### config.mk
export PLATFORM = sky130hd
export DESIGN_NAME = wb_mux_timeout
export DESIGN_NICKNAME = d
export VERILOG_FILES = /design/src/rtl/wb_mux_timeout.sv
export SDC_FILE = /design/constraint.sdc
export NUM_CORES = 1
export LEC_CHECK = 0
export ABC_AREA = 1
export BUFFER_PORTS_ARGS = -buffer_cell sky130_fd_sc_hd__buf_4
export CAP_MARGIN = 10
export CORE_AREA = 2 2 398 400
export DETAILED_ROUTE_END_ITERATION = 8
export DIE_AREA = 0 0 400 402
export GPL_ROUTABILITY_DRIVEN = 0
export PLACE_DENSITY = 0.3
export REMOVE_ABC_BUFFERS = 1
export SYNTH_ARGS = -nofsm -noshare
export SYNTH_HDL_FRONTEND = slang
export SYNTH_SLANG_ARGS = --single-unit
### constraint.sdc
create_clock -name wb_clk_i -period 1.55 [get_ports wb_clk_i]
set_input_delay 0.155 -clock wb_clk_i [delete_from_list [all_inputs] [get_ports wb_clk_i]]
set_output_delay 0.155 -clock wb_clk_i [all_outputs]
set_load 0.05 [all_outputs]
### src/rtl/wb_mux_timeout.sv
// Wishbone 1-to-N address-decoding multiplexer with a response watchdog.
// A single transaction is outstanding at a time; unmapped addresses get a
// one-cycle error and a slave that stays silent for TIMEOUT cycles is cut off.
module wb_mux_timeout #(
  parameter int unsigned                   NUM_SLAVES = 8,
  parameter int unsigned                   AW         = 32,
  parameter int unsigned                   DW         = 32,
  parameter logic [NUM_SLAVES*AW-1:0]      MATCH_ADDR = {NUM_SLAVES{{AW{1'b0}}}},
  parameter logic [NUM_SLAVES*AW-1:0]      MATCH_MASK = {NUM_SLAVES{{AW{1'b0}}}},
  parameter int unsigned                   TIMEOUT    = 255
) (
  input  logic                       wb_clk_i,
  input  logic                       wb_rst_i,
  // master request
  input  logic [AW-1:0]              wbm_adr_i,
  input  logic [DW-1:0]              wbm_dat_i,
  input  logic [DW/8-1:0]            wbm_sel_i,
  input  logic                       wbm_we_i,
  input  logic                       wbm_cyc_i,
  input  logic                       wbm_stb_i,
  input  logic [2:0]                 wbm_cti_i,
  input  logic [1:0]                 wbm_bte_i,
  // master response
  output logic [DW-1:0]              wbm_dat_o,
  output logic                       wbm_ack_o,
  output logic                       wbm_err_o,
  output logic                       wbm_rty_o,
  // slave requests, slave 0 in the LSB slice
  output logic [NUM_SLAVES*AW-1:0]   wbs_adr_o,
  output logic [NUM_SLAVES*DW-1:0]   wbs_dat_o,
  output logic [NUM_SLAVES*DW/8-1:0] wbs_sel_o,
  output logic [NUM_SLAVES-1:0]      wbs_we_o,
  output logic [NUM_SLAVES-1:0]      wbs_cyc_o,
  output logic [NUM_SLAVES-1:0]      wbs_stb_o,
  output logic [NUM_SLAVES*3-1:0]    wbs_cti_o,
  output logic [NUM_SLAVES*2-1:0]    wbs_bte_o,
  // slave responses
  input  logic [NUM_SLAVES*DW-1:0]   wbs_dat_i,
  input  logic [NUM_SLAVES-1:0]      wbs_ack_i,
  input  logic [NUM_SLAVES-1:0]      wbs_err_i,
  input  logic [NUM_SLAVES-1:0]      wbs_rty_i,
  // diagnostics
  output logic                       timeout_o,
  output logic [AW-1:0]              fault_adr_o
);

  localparam int unsigned SW   = (NUM_SLAVES > 1) ? $clog2(NUM_SLAVES) : 1;
  // TIMEOUT == 0 disables the watchdog; keep a 1-bit counter so widths stay legal.
  localparam int unsigned CW   = (TIMEOUT > 0) ? $clog2(TIMEOUT + 1) : 1;
  localparam int unsigned TLIM = (TIMEOUT > 0) ? TIMEOUT - 1 : 0;

  typedef enum logic [1:0] {
    IDLE,
    ACTIVE,
    DECERR,
    TOUT
  } state_t;

  state_t          state_q, state_d;
  logic [SW-1:0]   sel_q, sel_d;
  logic [CW-1:0]   count_q, count_d;
  logic [AW-1:0]   fault_adr_q, fault_adr_d;

  logic            hit;
  logic [SW-1:0]   hit_idx;
  logic [DW-1:0]   slv_dat;
  logic            slv_ack, slv_err, slv_rty;

  // Request fields are broadcast to every slave; only cyc/stb select one.
  assign wbs_adr_o   = {NUM_SLAVES{wbm_adr_i}};
  assign wbs_dat_o   = {NUM_SLAVES{wbm_dat_i}};
  assign wbs_sel_o   = {NUM_SLAVES{wbm_sel_i}};
  assign wbs_we_o    = {NUM_SLAVES{wbm_we_i}};
  assign wbs_cti_o   = {NUM_SLAVES{wbm_cti_i}};
  assign wbs_bte_o   = {NUM_SLAVES{wbm_bte_i}};
  assign fault_adr_o = fault_adr_q;

  // Address decode: the lowest-numbered matching slave wins.
  always_comb begin
    hit     = 1'b0;
    hit_idx = '0;
    for (int unsigned i = 0; i < NUM_SLAVES; i++) begin
      if (!hit && ((wbm_adr_i & MATCH_MASK[i*AW +: AW]) ==
                   (MATCH_ADDR[i*AW +: AW] & MATCH_MASK[i*AW +: AW]))) begin
        hit     = 1'b1;
        hit_idx = SW'(i);
      end
    end
  end

  // Response mux from the currently selected slave.
  always_comb begin
    slv_dat = '0;
    slv_ack = 1'b0;
    slv_err = 1'b0;
    slv_rty = 1'b0;
    for (int unsigned i = 0; i < NUM_SLAVES; i++) begin
      if (sel_q == SW'(i)) begin
        slv_dat = wbs_dat_i[i*DW +: DW];
        slv_ack = wbs_ack_i[i];
        slv_err = wbs_err_i[i];
        slv_rty = wbs_rty_i[i];
      end
    end
  end

  // Next-state, watchdog and output logic.
  always_comb begin
    state_d     = state_q;
    sel_d       = sel_q;
    count_d     = count_q;
    fault_adr_d = fault_adr_q;
    wbs_cyc_o   = '0;
    wbs_stb_o   = '0;
    wbm_dat_o   = '0;
    wbm_ack_o   = 1'b0;
    wbm_err_o   = 1'b0;
    wbm_rty_o   = 1'b0;
    timeout_o   = 1'b0;

    case (state_q)
      IDLE: begin
        if (wbm_cyc_i && wbm_stb_i) begin
          if (hit) begin
            sel_d   = hit_idx;
            count_d = '0;
            state_d = ACTIVE;
          end else begin
            fault_adr_d = wbm_adr_i;
            state_d     = DECERR;
          end
        end
      end
      ACTIVE: begin
        wbs_cyc_o[sel_q] = wbm_cyc_i;
        wbs_stb_o[sel_q] = wbm_stb_i;
        wbm_dat_o        = slv_dat;
        wbm_ack_o        = slv_ack;
        wbm_err_o        = slv_err;
        wbm_rty_o        = slv_rty;
        // A response or abort takes priority over the watchdog on the same cycle.
        if (!wbm_cyc_i || slv_ack || slv_err || slv_rty) begin
          state_d = IDLE;
        end else if (TIMEOUT != 0) begin
          if (count_q == CW'(TLIM)) begin
            state_d = TOUT;
          end else begin
            count_d = count_q + CW'(1);
          end
        end
      end
      DECERR: begin
        wbm_err_o = 1'b1;
        state_d   = IDLE;
      end
      TOUT: begin
        wbm_err_o   = 1'b1;
        timeout_o   = 1'b1;
        fault_adr_d = wbm_adr_i;
        state_d     = IDLE;
      end
      default: state_d = IDLE;
    endcase

    // Reset silences the bus in the same cycle it is asserted.
    if (wb_rst_i) begin
      wbs_cyc_o = '0;
      wbs_stb_o = '0;
      wbm_ack_o = 1'b0;
      wbm_err_o = 1'b0;
      wbm_rty_o = 1'b0;
      timeout_o = 1'b0;
    end
  end

  // State, selection, watchdog counter and fault-address registers.
  always_ff @(posedge wb_clk_i) begin
    if (wb_rst_i) begin
      state_q     <= IDLE;
      sel_q       <= '0;
      count_q     <= '0;
      fault_adr_q <= '0;
    end else begin
      state_q     <= state_d;
      sel_q       <= sel_d;
      count_q     <= count_d;
      fault_adr_q <= fault_adr_d;
    end
  end

endmodule

==> summary.md, run 1 <==
| Metric | Value |
|---|---|
| R2R setup slack | 0.19 ns |
| Final worst slack | -0.00509 ns |
| Main combinational cell family by area after synthesis | buffers and inverters |
| Clock Skews | 0.0321 ns |
| Met3 global-route usage | 6.61% |
| Final hold violation count | 0 |
| FF-to-FF End | count_q[0] |
| Die height | 402 µm |
| Multiplexer share of the synthesized area | 0% |
| Slowest-stage cell, CP | dfxtp_4 |
| Initial antenna violation count | 11 |
| Delay-heaviest family, CP | buffers and inverters |
| Number of max-cap violations | 0 |
| Synth Register Bits | 42 |
| Global-route met1 utilization | 5.38% |
| Min-delay src | wb_rst_i |
| Num Clock Sinks | 42 |
| I/O pin count | 1034 |
| Synth Area in Compound Gates | 3.02% |
| Synth Area in Adders | 0.377% |
| Required @ worst endpoint | 1.39 ns |
| Vias post-DR | 4644 |
| Post-synthesis sequential area ratio | 12.7% |
| Area after DPL | 7720 µm² |
| Grt met2 use | 10.1% |
| DP HPWL | 47000 µm |
| Initial Utilization | 4.22% |
| Synthesized instance count | 924 |
| I/O Buffers | 396 |
| Final non-filler cell total | 2817 |
| Count leader, synth | buf_4 |
| Area growth syn-to-layout | 24.6% |
| VDD IR-drop max | 0.378 mV |
| Final Slew Violations | 0 |
| Synthesized area | 6630 µm² |
| Top post-synthesis cells by count | 610 x buf_4, 122 x nor2_1, 42 x dfxtp_1 |
| Hold/Removal Path Class | input port to flip-flop |
| Fillcell total | 18600 |
| Drt pass-1 iters | 4 |
| WP buf/inv | 3 |
| Final number of setup-violating endpoints | 1 |
| Crit-path max FO | 16 |
| Reg2Reg Depth | 10 |
| Share of post-route cells with drive strength above 1 | 64.4% |
| Top-area cell type share of the netlist area | 69.1% |
| Die Width | 400 µm |
| Area taken by multi-input logic gates | 1150 µm² |
| Critical Path Max Stage Delay | 0.37 ns |
| Crit path DAT | 1.40 ns |
| CTS clk-pin slew, worst paths | 0.07 ns |
| CTS tree | yes |
| CTS root buffer | clkbuf_16 |
| Vias in the first global route | 4159 |
| Setup Slack @ Placement | 0.158 ns |
| Sequential standard cell area | 848 µm² |
| CTS Hold Buffers Added | 0 |
| Post-route DRC | 0 |
| Syn avg cell area | 7.18 µm² |
| Routed WL | 55700 µm |
| Post-DRT Antenna Nets | 0 |
| Overflow after GRT | 0 |
| Total CTS buffers | 5 |
| Fin Setup TNS | -0.00509 ns |
| H-tree depth | 2 |
| Largest area contributor in the netlist | buf_4 |
| Worst Setup SP | state_q[1] |
| Initial drt markers | 189 |
| Failing checks | setup timing |
| Prevailing post-synth register cell | dfxtp_1 |
| Setup crit end | wbm_ack_o |
| Asr flop ratio synth | 0% |
| WL/cell | 19.8 µm |
| Crit. path cell count | 5 |
| RSZ-0062 raised after global routing | true |
| Crit path cell chain | nor2_4 -> inv_6 -> buf_16 -> nor2_2 -> buf_6 |
| Setup crit start kind | flip-flop |
| Minimum clock period | 1.56 ns |
| Gr busiest metal | met2 |
| Final instance area | 8260 µm² |
| Crit Path Class | flip-flop to output port |
| EDFF count, synth | 0 |
| Post-synthesis cell type count | 25 |
| CP Capture Type | output port |
| Synth top area cells | buf_4 69%, dfxtp_1 13%, nor2_1 6.9% |
| Leakage | 3.10 nW |
| F_max | 643 MHz |
| Final Cycle Share | 100% |
| Post-Synth Simple-Gate Area | 11.2% |
| XOR/XNOR share of the synthesized area | 0% |
| Largest net degree at the start of global routing | 36 |
| Status | finished, violations left |
| Clock Latency Late Sink | 0.36 ns |
| Die area | 161000 µm² |
| Maximum clock path buffer count | 2 |
| Dpl cells | 2793 |
| First-pass GRT wire length | 63600 µm |
| # nets final | 1093 |
| Core footprint | 157000 µm² |
| Reg2reg start | count_q[0] |
| # rows | 146 |
| Drt via density | 1.65 |
| Final hold slack | 0.0815 ns |
| Synth warn | 0 |
| Total GRT Usage | 6.57% |
| Power Dens Cells | 610 nW/µm² |
## state kept, by name, summed over array words and instances, names as in the netlist
register     cells
count_q          8
fault_adr_o     32
state_q          2
## repair_timing
item                       in CTS  in global routing
resized for setup              81                  9
pin swaps                       1                  1
setup buffers                   3                  0
cloned                          1                  1
setup endpoints to repair      36                 33
## worst min-delay path by stage
stage / slack, ns / endpoint / cells after the start
detailed placement: 0.31 / wbs_cti_o[1] / 0
global placement: 0.31 / wbs_cti_o[1] / 0
global route: 0.06 / state_q[0] / 2
finish: 0.08 / count_q[2] / 2
floorplan: 0.22 / count_q[2] / 1
CTS: 0.04 / count_q[2] / 2
## cell families after synthesis
family,after synthesis
AOI/OAI and AO/OA,40
adders and majority gates,2
buffers and inverters,667
DFF,42
other,1
and+or+nand+nor,172
## metal layers
metal / vias to the layer above / routed length, µm / share of wire (%)
met5: - / 623 / 1.1
met4: 4 / 2470 / 4.4
met3: 62 / 13000 / 23
met2: 906 / 23400 / 42
met1: 1874 / 16200 / 29
li1: 1798 / - / -
## through the flow
step           utilization [%]  power, mW
6_report                  5.26       5.04
5_1_grt                   5.24       5.37
4_1_cts                   5.20       5.28
3_5_place_dp              4.92       3.68
3_3_place_gp              4.92       3.70
2_1_floorplan                -       1.40
## layout make-up
class	count	area share (%)
antenna	11	0.333
clock buffer	6	1.56
clock inverter	2	0.167
inverter	46	2.21
multi-input combinational	228	13.9
sequential	42	10.3
tap	2072	31.4
timing repair buffer	410	40.2
## cell usage in the layout, fill, tap and decap left out, drive strengths merged
cell type    n
buf        409
nor2       128
inv         46
dfxtp       42
o21ai       34
nand2       28
conb        14
diode       11
nand3        8
clkbuf       7
a21oi        6
nand3b       3
ha           2
nor3         2
nand4        2
clkinv       2
nor3b        1
## report_power, final
| group | switching (mW) | internal (mW) | leakage [nW] |
|---|---|---|---|
| registers | 0.00979 | 1.09 | 0.341 |
| clock network | 0.733 | 0.608 | 0.0709 |
| logic | 1.93 | 0.673 | 2.69 |
| total | 2.67 | 2.37 | 3.10 |
Note: power is estimated with default switching activity, not from simulation.
==> run 2, diff against run 1 <==
Settings changed: CORE_AREA 2 2 398 400 to 2 2 407 409, DIE_AREA 0 0 400 402 to 0 0 409 411, HOLD_SLACK_MARGIN set to 0.06.
Clock period 1.55 ns to 1.3 ns, I/O delays scaled along.
==> run 2 against run 1 <==
  * The flow still finishes with violations (setup timing)
  * Design area rose by 11%
  * Sequential cell count did not move
  * Clock power rose by 31%
  * Sequential power rose by 19%
  * First-iteration DRC count rose by 1.6%
  * Die area rose by 4.5%
  * Register-to-register slack got worse by 0.27 ns
  * Critical endpoint is now wbm_dat_o[19]
  * Largest cell class unchanged
  * Largest power group unchanged
==> summary.md, run 2 (synthesized netlist as in run 1, its figures left out) <==
| Metric | Value |
|---|---|
| Status | finished, violations left |
| Failing checks | setup timing |
| Most frequent cells in the layout | 384 x buf_4, 65 x nor2_1, 43 x nor2_2 |
| Initial drt markers | 192 (+1.6%) |
| Die height | 411 µm (+2.2%) |
| Max reg flops | 32 (unchanged) |
| Total GRT Usage | 6.44% (-0.14 points) |
| Clock Latency Late Sink | 0.40 ns (+0.04 ns) |
| Final Cycle Share | 120% |
| Initial Utilization | 4.05% (-0.17 points) |
| Area growth syn-to-layout | 38.2% |
| Area after DPL | 8040 µm² (+4.1%) |
| Crit-path max FO | 8 (-8) |
| Required @ worst endpoint | 1.17 ns (-0.22 ns) |
| Final number of setup-violating endpoints | 57 (+56) |
| Worst Setup SP | state_q[1] |
| I/O pin count | 1034 (unchanged) |
| Die area | 168000 µm² (+4.5%) |
| I/O Buffers | 396 (unchanged) |
| Reg2reg start | state_q[0] |
| VDD IR-drop max | 0.593 mV (+57%) |
| Routed WL | 56500 µm (+1.4%) |
| Vias post-DR | 4809 (+3.6%) |
| CP Capture Type | output port |
| Sequential power share | 20.9% (-0.9 points) |
| Setup crit start kind | flip-flop |
| Final Slew Violations | 0 (unchanged) |
| Vias in the first global route | 4353 (+4.7%) |
| F_max | 643 MHz |
| Leakage | 3.42 nW (+10%) |
| DP HPWL | 47600 µm (+1.3%) |
| CTS clk-pin slew, worst paths | 0.08 ns (about the same) |
| Reg2Reg Depth | 8 (-2) |
| Hold/Removal Path Class | input port to flip-flop |
| Total CTS buffers | 5 (unchanged) |
| Clock Skews | 0.0595 ns (+0.0275 ns) |
| Sw power | 3.38 mW (+27%) |
| WL/cell | 19.0 µm (-3.7%) |
| Sw frac | 54.0% (+1.0 points) |
| # rows | 149 (+2.1%) |
| Minimum clock period | 1.56 ns |
| Commonest non-fill, non-tap cell in the layout | buf_4 |
| FF-to-FF End | fault_adr_o[28] |
| Post-DRT Antenna Nets | 0 (unchanged) |
| Num Clock Sinks | 42 (unchanged) |
| # nets final | 1129 (+3.3%) |
| CTS root buffer | clkbuf_16 |
| Power Dens Cells | 683 nW/µm² (+12%) |
| Number of max-cap violations | 0 (unchanged) |
| H-tree depth | 2 (unchanged) |
| Setup crit end | wbm_dat_o[19] |
| Combinational Power Share | 51.1% (-0.5 points) |
| Drt pass-1 iters | 4 (unchanged) |
| Final instance area | 9160 µm² (+11%) |
| Largest net degree at the start of global routing | 35 (-2.8%) |
| Overflow after GRT | 0 (unchanged) |
| Internal power | 2.88 mW (+22%) |
| Clock share of power | 28.0% (+1.4 points) |
| Setup Slack @ Placement | -0.0641 ns (-0.222 ns) |
| Crit Path Class | flip-flop to output port |
| Crit path DAT | 1.43 ns (+0.03 ns) |
| Core footprint | 164000 µm² (+4.3%) |
| Final worst slack | -0.255 ns (-0.250 ns) |
| PnR Total Power | 6.26 mW (+24%) |
| RSZ-0062 raised after global routing | true |
| Dpl cells | 2929 (+4.9%) |
| Drt via density | 1.62 (-1.7%) |
| First-pass GRT wire length | 65400 µm (+2.8%) |
| Final non-filler cell total | 2967 (+5.3%) |
| Die Width | 409 µm (+2.3%) |
| CTS tree | yes |
| Maximum clock path buffer count | 2 (unchanged) |
| Initial antenna violation count | 9 (-2) |
| Share of post-route cells with drive strength above 1 | 72.9% (+8.4 points) |
| R2R setup slack | -0.08 ns (-0.27 ns) |
| Final hold violation count | 0 (unchanged) |
| Post-route DRC | 0 (unchanged) |
## run 2: cell count changes in the layout (fill, tap and decap cells not counted), moves of 4 or more
cell,change
buf_12,+5
buf_6,+6
buf_4,+14
buf_16,+4
nand3_4,+4
nor2_2,+13
o21ai_1,+13
nor2_1,-23
o21ai_2,+16
o21ai_0,-29
nor2_4,+10
## run 2: critical path, cell delays in order (launching register included)
cell and delay [ns]:
dfxtp_4 0.37, nor2_4 0.15, inv_6 0.09, clkbuf_16 0.18, nor2_2 0.11, buf_6 0.17
## run 2: layer usage
layer	wire, µm	GRT usage, %	vias to the layer above
met4	3050	3.12	2
met1	17300	5.73	2014
met3	12300	6.09	66
li1	-	-	1872
met2	23600	9.62	855
met5	311	1.70	-
## run 2: worst min path at each step
stage | start | to | slack [ns] | depth (start not counted)
6_report | wbm_adr_i[26] | fault_adr_o[26] | 0.11 | 3
5_1_grt | wb_rst_i | count_q[3] | 0.14 | 3
4_1_cts | wbm_adr_i[30] | fault_adr_o[30] | 0.09 | 3
3_5_place_dp | wbm_bte_i[1] | wbs_bte_o[11] | 0.26 | 0
3_3_place_gp | wbm_bte_i[1] | wbs_bte_o[11] | 0.26 | 0
2_1_floorplan | wb_rst_i | count_q[2] | 0.20 | 1
## run 2: stage by stage
step / TNS (ns) / hold WS [ns] / utilization (%)
2_1_floorplan: -14.83 / 0.199 / -
3_3_place_gp: -0.631 / 0.263 / 4.90
3_5_place_dp: -0.826 / 0.263 / 4.90
4_1_cts: -13.22 / 0.0853 / 5.39
5_1_grt: -13.36 / 0.140 / 5.58
6_report: -8.59 / 0.113 / 5.59
## run 2: area by class of cell
class                      count  area (µm²)
fill                       19300      155000
timing repair buffer         446        3800
tap                         2189        2740
multi-input combinational    228        1410
sequential                    42         851
inverter                      46         196
clock buffer                   5         125
clock inverter                 3        23.8
antenna                        8        20.0
## run 2: what timing repair did
| action | CTS | global route |
|---|---|---|
| setup endpoints to repair | 69 | 79 |
| resized for setup | 127 | 86 |
| hold buffers | 3 | 0 |
| pin swaps | 13 | 9 |
| buffers inserted | 14 | 0 |
| hold endpoints to repair | 3 | 0 |
| gates cloned | 5 | 2 |
## run 2: power by group through the flow
stage / clock (mW) / sequential (mW) / combinational (mW)
after floorplan: 0 / 1.34 / 0.329
after global placement: 0 / 1.34 / 3.10
after detailed placement: 0 / 1.34 / 3.08
after CTS: 1.95 / 1.31 / 3.17
after global routing: 1.93 / 1.31 / 3.31
final: 1.75 / 1.31 / 3.20
==> run 3, diff against run 2 <==
Settings changed: BUFFER_PORTS_ARGS -buffer_cell sky130_fd_sc_hd__buf_4 to -buffer_cell sky130_fd_sc_hd__clkbuf_2.
==> run 3 against run 2 <==
  * The flow still finishes with violations (setup timing)
  * Combinational power shrank 8.8%
  * Count of clock-buffer cells in the layout is the same
  * Die area is the same
  * Critical endpoint is now wbm_rty_o
  * Largest power group unchanged
  * Highest routed layer unchanged
==> summary.md, run 3 (synthesized netlist as in run 1, its figures left out) <==
| Metric | Value |
|---|---|
| Status | finished, violations left |
| Failing checks | setup timing |
| Total GRT Usage | 6.29% (-0.15 points) |
| Worst slew margin | 64.5% |
| # rows | 149 (unchanged) |
| First-pass GRT wire length | 63400 µm (-3.0%) |
| Max reg flops | 32 (unchanged) |
| Reg2reg start | state_q[0] |
| Crit Path Class | flip-flop to output port |
| Final hold slack | 0.135 ns (+0.0226 ns) |
| Total CTS buffers | 5 (unchanged) |
| Sw frac | 56.2% (+2.2 points) |
| Min-delay src | wb_rst_i |
| Overflow after GRT | 0 (unchanged) |
| WL/cell | 18.9 µm (-0.61%) |
| Clock share of power | 28.1% (about the same) |
| Worst Setup SP | state_q[0] |
| Maximum clock path buffer count | 2 (unchanged) |
| Die area | 168000 µm² (unchanged) |
| Slowest-stage cell, CP | dfxtp_2 |
| Delay-heaviest family, CP | buffers and inverters |
| Initial antenna violation count | 10 (+1) |
| Final worst slack | -0.215 ns (+0.0405 ns) |
| Most frequent cells in the layout | 357 x clkbuf_2, 59 x nor2_1, 40 x nor2_4 |
| Largest net degree at the start of global routing | 35 (unchanged) |
| DP HPWL | 47000 µm (-1.2%) |
| Sequential power share | 22.3% (+1.4 points) |
| Clock Latency Late Sink | 0.36 ns (-0.04 ns) |
| Power Dens Cells | 706 nW/µm² (+3.3%) |
| Final number of setup-violating endpoints | 50 (-12%) |
| Hold/Removal Path Class | input port to flip-flop |
| Leakage | 3.13 nW (-8.4%) |
| Crit path DAT | 1.38 ns (-0.05 ns) |
| Final instance area | 8320 µm² (-9.2%) |
| F_max | 660 MHz (+2.7%) |
| Sequential standard cell area | 846 µm² (-0.59%) |
| Final Slew Violations | 0 (unchanged) |
| Drt pass-1 iters | 4 (unchanged) |
| Layout Utilization | 5.08% (-0.51 points) |
| Area taken by multi-input logic gates | 1460 µm² (+3.6%) |
| R2R setup slack | -0.14 ns (-0.06 ns) |
| Internal power | 2.57 mW (-11%) |
| Sw power | 3.30 mW (-2.4%) |
| Clock Skews | 0.0294 ns (-0.0301 ns) |
| Required @ worst endpoint | 1.17 ns (about the same) |
| Die height | 411 µm (unchanged) |
| H-tree depth | 2 (unchanged) |
| VDD IR-drop max | 0.543 mV (-8.4%) |
| FF-to-FF End | count_q[2] |
| Core footprint | 164000 µm² (unchanged) |
| # nets final | 1122 (-0.62%) |
| CTS clk-pin slew, worst paths | 0.07 ns (about the same) |
| I/O Buffers | 396 (unchanged) |
| Post-DRT Antenna Nets | 0 (unchanged) |
| Minimum clock period | 1.51 ns (-0.0405 ns) |
| CTS tree | yes |
| Final hold violation count | 0 (unchanged) |
| CP Capture Type | output port |
| Crit path cell chain | inv_2 -> nor2_4 -> buf_6 -> inv_8 -> nor3_4 -> buf_12 |
| Die Width | 409 µm (unchanged) |
| Final Cycle Share | 117% (-3.1 points) |
| Area growth syn-to-layout | 25.5% |
| Initial Utilization | 4.05% (unchanged) |
| Post-route DRC | 0 (unchanged) |
| Crit-path max FO | 10 (+2) |
| Routed WL | 56000 µm (-0.78%) |
| Num Clock Sinks | 42 (unchanged) |
| WP buf/inv | 4 (+1) |
| PnR Total Power | 5.88 mW (-6.2%) |
| Number of max-cap violations | 0 (unchanged) |
| Critical Path Max Stage Delay | 0.34 ns (-0.03 ns) |
| Initial drt markers | 187 (-2.6%) |
| Vias in the first global route | 4081 (-6.2%) |
| Fillcell total | 19400 (+0.69%) |
| Combinational Power Share | 49.6% (-1.5 points) |
| RSZ-0062 raised after global routing | true |
| I/O pin count | 1034 (unchanged) |
| Reg2Reg Depth | 9 (+1) |
| Share of post-route cells with drive strength above 1 | 71.7% (-1.2 points) |
| Setup crit start kind | flip-flop |
| Hold path depth | 4 (+1) |
| Hold EP | count_q[4] |
| CTS root buffer | clkbuf_16 |
| Drt via density | 1.63 (+0.36%) |
| Vias post-DR | 4818 (+0.19%) |
| Area after DPL | 7100 µm² (-12%) |
| Fin Setup TNS | -7.21 ns (+1.38 ns) |
| Slew @ Worst Pin | 0.532 ns |
| Commonest non-fill, non-tap cell in the layout | clkbuf_2 |
-- run 3: final cells by class --
class,count,share of cell area (%)
multi-input combinational,228,17.5
antenna,10,0.301
timing repair inverter,2,0.436
sequential,42,10.2
timing repair buffer,437,34.5
tap,2189,32.9
inverter,46,2.43
clock buffer,5,1.50
clock inverter,3,0.286
-- run 3: worst max-delay path by stage --
| stage | cells after the start | endpoint |
|---|---|---|
| after floorplan | 4 | wbm_rty_o |
| after global placement | 8 | count_q[0] |
| after detailed placement | 8 | count_q[0] |
| after CTS | 6 | wbm_rty_o |
| after global routing | 6 | wbm_rty_o |
| final | 6 | wbm_rty_o |
-- run 3: metal layers --
layer | wire length (µm) | global-route usage, % | vias up
met5 | 32 | 0.198 | -
met1 | 17400 | 5.58 | 2006
met4 | 3340 | 3.48 | 2
met2 | 23100 | 9.11 | 892
li1 | - | - | 1857
met3 | 12200 | 6.26 | 61
-- run 3: power by group through the flow --
stage	clock (mW)	sequential [mW]	combinational, mW
detailed placement	0	1.34	2.73
finish	1.65	1.31	2.92
floorplan	0	1.34	0.329
CTS	1.96	1.31	2.86
global route	1.92	1.31	3.01
global placement	0	1.34	2.74
-- run 3: worst min-delay path, stage by stage --
cell	delay, ns
clkbuf_2	0.10
inv_2	0.09
nand2_1	0.08
nor2_1	0.03
-- run 3: stage by stage --
stage,worst slack (ns),cells
after floorplan,-0.679,316
after global placement,-0.257,2930
after detailed placement,-0.225,2930
after CTS,-0.253,2948
after global routing,-0.284,2954
final,-0.215,2962
-- run 3: what timing repair did --
item | 4_1_cts | 5_1_grt
endpoints found under the hold margin | 1 | 0
endpoints found under the setup margin | 49 | 78
setup buffers | 8 | 2
pin swaps | 5 | 15
hold buffers | 1 | 0
gates resized for setup | 147 | 138
gates cloned | 2 | 3
